File: config.mk
export PLATFORM = sky130hd
export DESIGN_NAME = au_result_fifo
export DESIGN_NICKNAME = d
export VERILOG_FILES = /design/src/rtl/au_pkg.sv /design/src/rtl/au_result_fifo.sv
export SDC_FILE = /design/constraint.sdc
export NUM_CORES = 1
export LEC_CHECK = 0
export BUFFER_PORTS_ARGS = -buffer_cell sky130_fd_sc_hd__buf_4
export CORE_MARGIN = 2
export CORE_UTILIZATION = 59
export DETAILED_ROUTE_END_ITERATION = 10
export PLACE_DENSITY = 0.92
export SYNTH_ARGS = -nofsm -noshare
export SYNTH_HDL_FRONTEND = slang
export SYNTH_SLANG_ARGS = --single-unit
File: constraint.sdc
create_clock -name clk -period 6 [get_ports clk]
set_input_delay 0.3 -clock clk [delete_from_list [all_inputs] [get_ports clk]]
set_output_delay 0.3 -clock clk [all_outputs]
set_load 0.03 [all_outputs]
File: src/rtl/au_pkg.sv
// Shared arithmetic-unit definitions: op encodings, flag bit positions and the result entry layout.
package au_pkg;

   localparam int unsigned RESULT_W = 8;
   localparam int unsigned OP_W     = 2;
   localparam int unsigned FLAGS_W  = 3;
   localparam int unsigned ENTRY_W  = RESULT_W + OP_W + FLAGS_W;

   localparam logic [OP_W-1:0] OP_ADD = 2'b00;
   localparam logic [OP_W-1:0] OP_SUB = 2'b01;
   localparam logic [OP_W-1:0] OP_CMP = 2'b10;
   localparam logic [OP_W-1:0] OP_ABS = 2'b11;

   localparam int unsigned FLG_OVF  = 2;
   localparam int unsigned FLG_ZERO = 1;
   localparam int unsigned FLG_NEG  = 0;

   typedef struct packed {
      logic [RESULT_W-1:0] result;
      logic [OP_W-1:0]     op;
      logic [FLAGS_W-1:0]  flags;
   } au_entry_t;

endpackage

File: src/rtl/au_result_fifo.sv
// Result FIFO for the arithmetic unit: DEPTH x 13-bit entries, sticky overflow status.
// Optional feature: define AU_OVF_COUNT_EN to add the saturating 8-bit ovf_count output.
module au_result_fifo
   import au_pkg::*;
#(
   parameter int unsigned DEPTH = 4
) (
   input  logic                       clk,
   input  logic                       rst_n,
   input  logic                       in_valid,
   output logic                       in_ready,
   input  logic [RESULT_W-1:0]        in_result,
   input  logic [OP_W-1:0]            in_op,
   input  logic [FLAGS_W-1:0]         in_flags,
   output logic                       out_valid,
   input  logic                       out_ready,
   output logic [RESULT_W-1:0]        out_result,
   output logic [OP_W-1:0]            out_op,
   output logic [FLAGS_W-1:0]         out_flags,
   output logic [$clog2(DEPTH):0]     count,
   output logic                       sticky_ovf,
   input  logic                       clr_sticky
`ifdef AU_OVF_COUNT_EN
   ,
   output logic [7:0]                 ovf_count
`endif
);

   localparam int unsigned PTR_W = $clog2(DEPTH);
   localparam int unsigned CNT_W = PTR_W + 1;

   au_entry_t        mem [DEPTH];
   au_entry_t        wr_entry;
   au_entry_t        head;
   logic [PTR_W-1:0] wr_ptr;
   logic [PTR_W-1:0] rd_ptr;
   logic             push;
   logic             pop;
   logic             ovf_event;

   // Handshake decode; a full FIFO refuses pushes even when popping the same cycle.
   assign in_ready  = (count != CNT_W'(DEPTH));
   assign out_valid = (count != '0);
   assign push      = in_valid && in_ready;
   assign pop       = out_valid && out_ready;
   assign ovf_event = push && in_flags[FLG_OVF];

   assign wr_entry = '{result: in_result, op: in_op, flags: in_flags};

   // Head entry comes straight from storage at the read pointer, no bypass.
   assign head       = mem[rd_ptr];
   assign out_result = head.result;
   assign out_op     = head.op;
   assign out_flags  = head.flags;

   // Entry storage; contents are don't-care until written, so no reset.
   always_ff @(posedge clk) begin
      if (push) begin
         mem[wr_ptr] <= wr_entry;
      end
   end

   // Pointers wrap naturally at the power-of-two DEPTH; occupancy tracks push/pop.
   always_ff @(posedge clk or negedge rst_n) begin
      if (!rst_n) begin
         wr_ptr <= '0;
         rd_ptr <= '0;
         count  <= '0;
      end else begin
         if (push) wr_ptr <= wr_ptr + PTR_W'(1);
         if (pop)  rd_ptr <= rd_ptr + PTR_W'(1);
         case ({push, pop})
            2'b10:   count <= count + CNT_W'(1);
            2'b01:   count <= count - CNT_W'(1);
            default: count <= count;
         endcase
      end
   end

   // Sticky overflow; a new overflow push beats a same-cycle clear.
   always_ff @(posedge clk or negedge rst_n) begin
      if (!rst_n) begin
         sticky_ovf <= 1'b0;
      end else if (ovf_event) begin
         sticky_ovf <= 1'b1;
      end else if (clr_sticky) begin
         sticky_ovf <= 1'b0;
      end
   end

`ifdef AU_OVF_COUNT_EN
   // Saturating overflow event counter; increment beats a same-cycle clear.
   always_ff @(posedge clk or negedge rst_n) begin
      if (!rst_n) begin
         ovf_count <= '0;
      end else if (ovf_event) begin
         if (ovf_count != 8'hFF) ovf_count <= ovf_count + 8'd1;
      end else if (clr_sticky) begin
         ovf_count <= '0;
      end
   end
`endif

endmodule
==> flow_summary.yaml <==
clocking:
  post-cts-setup-buffer-count: 0
  cts_buffer_depth: 2
  cts_tree: "yes"
  worstSkewPairLatency_ps: 330
  cts_buffers: 9
  htreeDepth: 3
  path_clk_slew_ps: 60
  clockRootBuffer: "clkbuf_8"
  clock_sinks: 60
setup_path:
  cp-start-kind: "flip-flop"
  reg2regPathDepth: 9
  path_cells: "mux4_2 -> buf_4"
  r2r_setup_slack_ps: 3740
  r2r-end: "count[2]"
  cp-end-kind: "primary output"
  crit_type: "reg -> out"
  cpMaxStageDelayCell: "dfrtp_1"
  critPathRequiredTime_ps: 5700
  critPathMaxFanout: 15
  max_stage_delay_ps: 940
  crit_arrival_ps: 2070
  reg2reg_from: "count[0]"
global_route:
  grt_pass1_vias: 1303
  grt_pass1_wl_um: 6141
  antenna_found_initial: 0
  grt_max_degree: 16
  overflow: 0
  grt_util_all_layers_pct: 20.23
final_layout:
  area_growth_pct: 22.64
  drive_gt1_share_pct: 45.57
  nets: 177
  n_antenna_cell: 0
  nFillCells: 214
  utilization_pct: 76.77
route:
  routedWlPerCell_um: 18.57
  drtAntennaViolNets: 0
  firstDrtPassIters: 4
  wirelength_um: 3825
  drtIter0Drc: 76
  vias_per_cell: 5.553
  vias: 1144
  drc: 0
worst_hold_path:
  min_path_cells: 1
  min_delay_worst_endpoint: "mem[2][8]"
  hp-class: "in -> reg"
  min_from: "in_result[3]"
timing:
  worst_pin_slew_ps: 910.0
  fin_crit_sh_pct: 39.46
  finalHoldViolCount: 0
  fmax_ghz: 0.4223
  fin_crit_ps: 2368
  slew-limit-headroom_pct: 39.34
  tns_ps: 0
  setup_viol: 0
  finClkSkew_ps: 3.791
  rsz0062_at_grt: "no"
  drv_slew: 0
placement:
  gp_congestion: 0.7742
  place.port_buffers: 36
  place_hpwl_um: 2508
logic_synthesis:
  synth_edf_count: 52
  synth_nets: 132
  synth_top_area_share_pct: 66.63
  synthTopCellsByArea: "edfxtp_1, mux4_2, dfrtp_1"
  ys_ff_latch: 60
  synth_area_leader_cell: "edfxtp_1"
  ys_async_sr_fraction_pct: 13.33
  seq_area_frac_synth_pct: 75.17
  synth_cell_types: 20
  synth_most_common_cell: "edfxtp_1"
  syn_avg_cell_area_um2: 21.70
  yosysWarnings: 0
  synth_top_cells_by_count: "edfxtp_1, mux4_2, dfrtp_1"
  synthCells: 108
  syn_area_um2: 2343
  ys.flop_type: "edfxtp_1"
die:
  die-area_um2: 4492
  io_pins: 37
  num_rows: 22
  die_x_um: 67.03
  die_y_um: 67.03
  initial_core_util_pct: 62.60
  core-area_um2: 3744
outcome:
  outcome: "finished clean"
power:
  leakage_uw: 0.001086
  vdd_drop_max_mv: 0.3215
  powerDensity_nw_per_um2: 550.1
job:
  max-cap-violations: 0
[layout make-up]
cell class	count	area [µm²]	area share (%)
inverter	7	26.28	0.9142
timing repair buffer	37	280.3	9.752
clock inverter	5	76.32	2.656
tap	48	60.06	2.090
multi-input combinational	38	538.0	18.72
sequential	60	1762	61.30
clock buffer	11	131.4	4.571
[through the flow]
stage                     cells  area (µm²)  setup WS [ps]  total power [µW]  hold slack, ps
after floorplan             108        2344           3673              1026           4.409
after global placement      189        2656           3875              1192           120.8
after detailed placement    189        2656           3783              1218           125.0
after CTS                   206        2874           3568              1597           162.0
after global routing        206        2874           3499              1653           163.6
final                       206        2874           3632              1581           170.1
[report_power, final]
| part | total [µW] | internal [µW] | switching (µW) |
|---|---|---|---|
| Clock | 374 | 232 | 142 |
| Sequential | 648 | 559 | 88.6 |
| Combinational | 559 | 255 | 304 |
[per-layer routing]
metal  wire (µm)  vias up  part of all wire (%)  global-route usage [%]
li1            -      518                     -                       -
met1        1538      591                    40                   23.54
met2        2088       31                    55                   35.15
met3         148        4                   3.9                   5.574
met4          51        0                   1.3                   8.418
met5           0        -                     0                       0
[kinds of logic (layout without fill, tap and decap cells)]
logic type,Yosys count,count (layout),share of synthesized area (%)
and+or+nand+nor,9,9,2.776
xor gates and xnor gates,6,6,2.243
AOI/OAI and AO/OA,2,2,0.8543
muxes,15,15,13.56
buffers and inverters,10,60,1.869
adders and majority gates,6,6,3.524
DFF,60,60,75.17
[worst max path at each step]
stage | cells past startpoint | slack (ps) | endpoint | from
finish | 2 | 3630 | out_flags[1] | rd_ptr[0]
global route | 2 | 3500 | out_flags[1] | rd_ptr[0]
CTS | 2 | 3570 | out_flags[1] | rd_ptr[0]
detailed placement | 9 | 3780 | count[2] | count[0]
global placement | 9 | 3880 | count[2] | count[0]
floorplan | 9 | 3670 | count[2] | count[2]
[critical path: cells and delay by family (launching register included)]
family,cells,cell delay (ps)
muxes,1,620
DFF,1,940
buffers and inverters,1,190
[placed cells by master (no fill, tap or decap)]
master         instances
clkbuf_8               9
nor2_1                 1
and3_2                 4
clkinvlp_4             1
clkbuf_1               2
ha_1                   5
mux2_4                 1
dlygate4sd3_1          1
mux4_2                13
buf_4                 36
or3b_4                 1
o31a_2                 1
clkinv_1               1
fa_1                   1
a22o_2                 1
xnor2_1                3
bufinv_16              2
xor2_1                 3
dfrtp_1                8
clkinv_2               1
and2_4                 1
mux2i_1                1
nand2_1                1
inv_1                  7
edfxtp_1              52
or3_2                  1
[state kept, by name (all words and copies together), names as in the netlist]
signal,flops
count,3
mem,52
rd_ptr,2
sticky_ovf,1
wr_ptr,2
[timing repair]
action | CTS | global route
resized for setup | 0 | 0
hold buffers | 1 | 0
endpoints found under the hold margin | 8 | 0
Power figures use the tool's default switching activity.
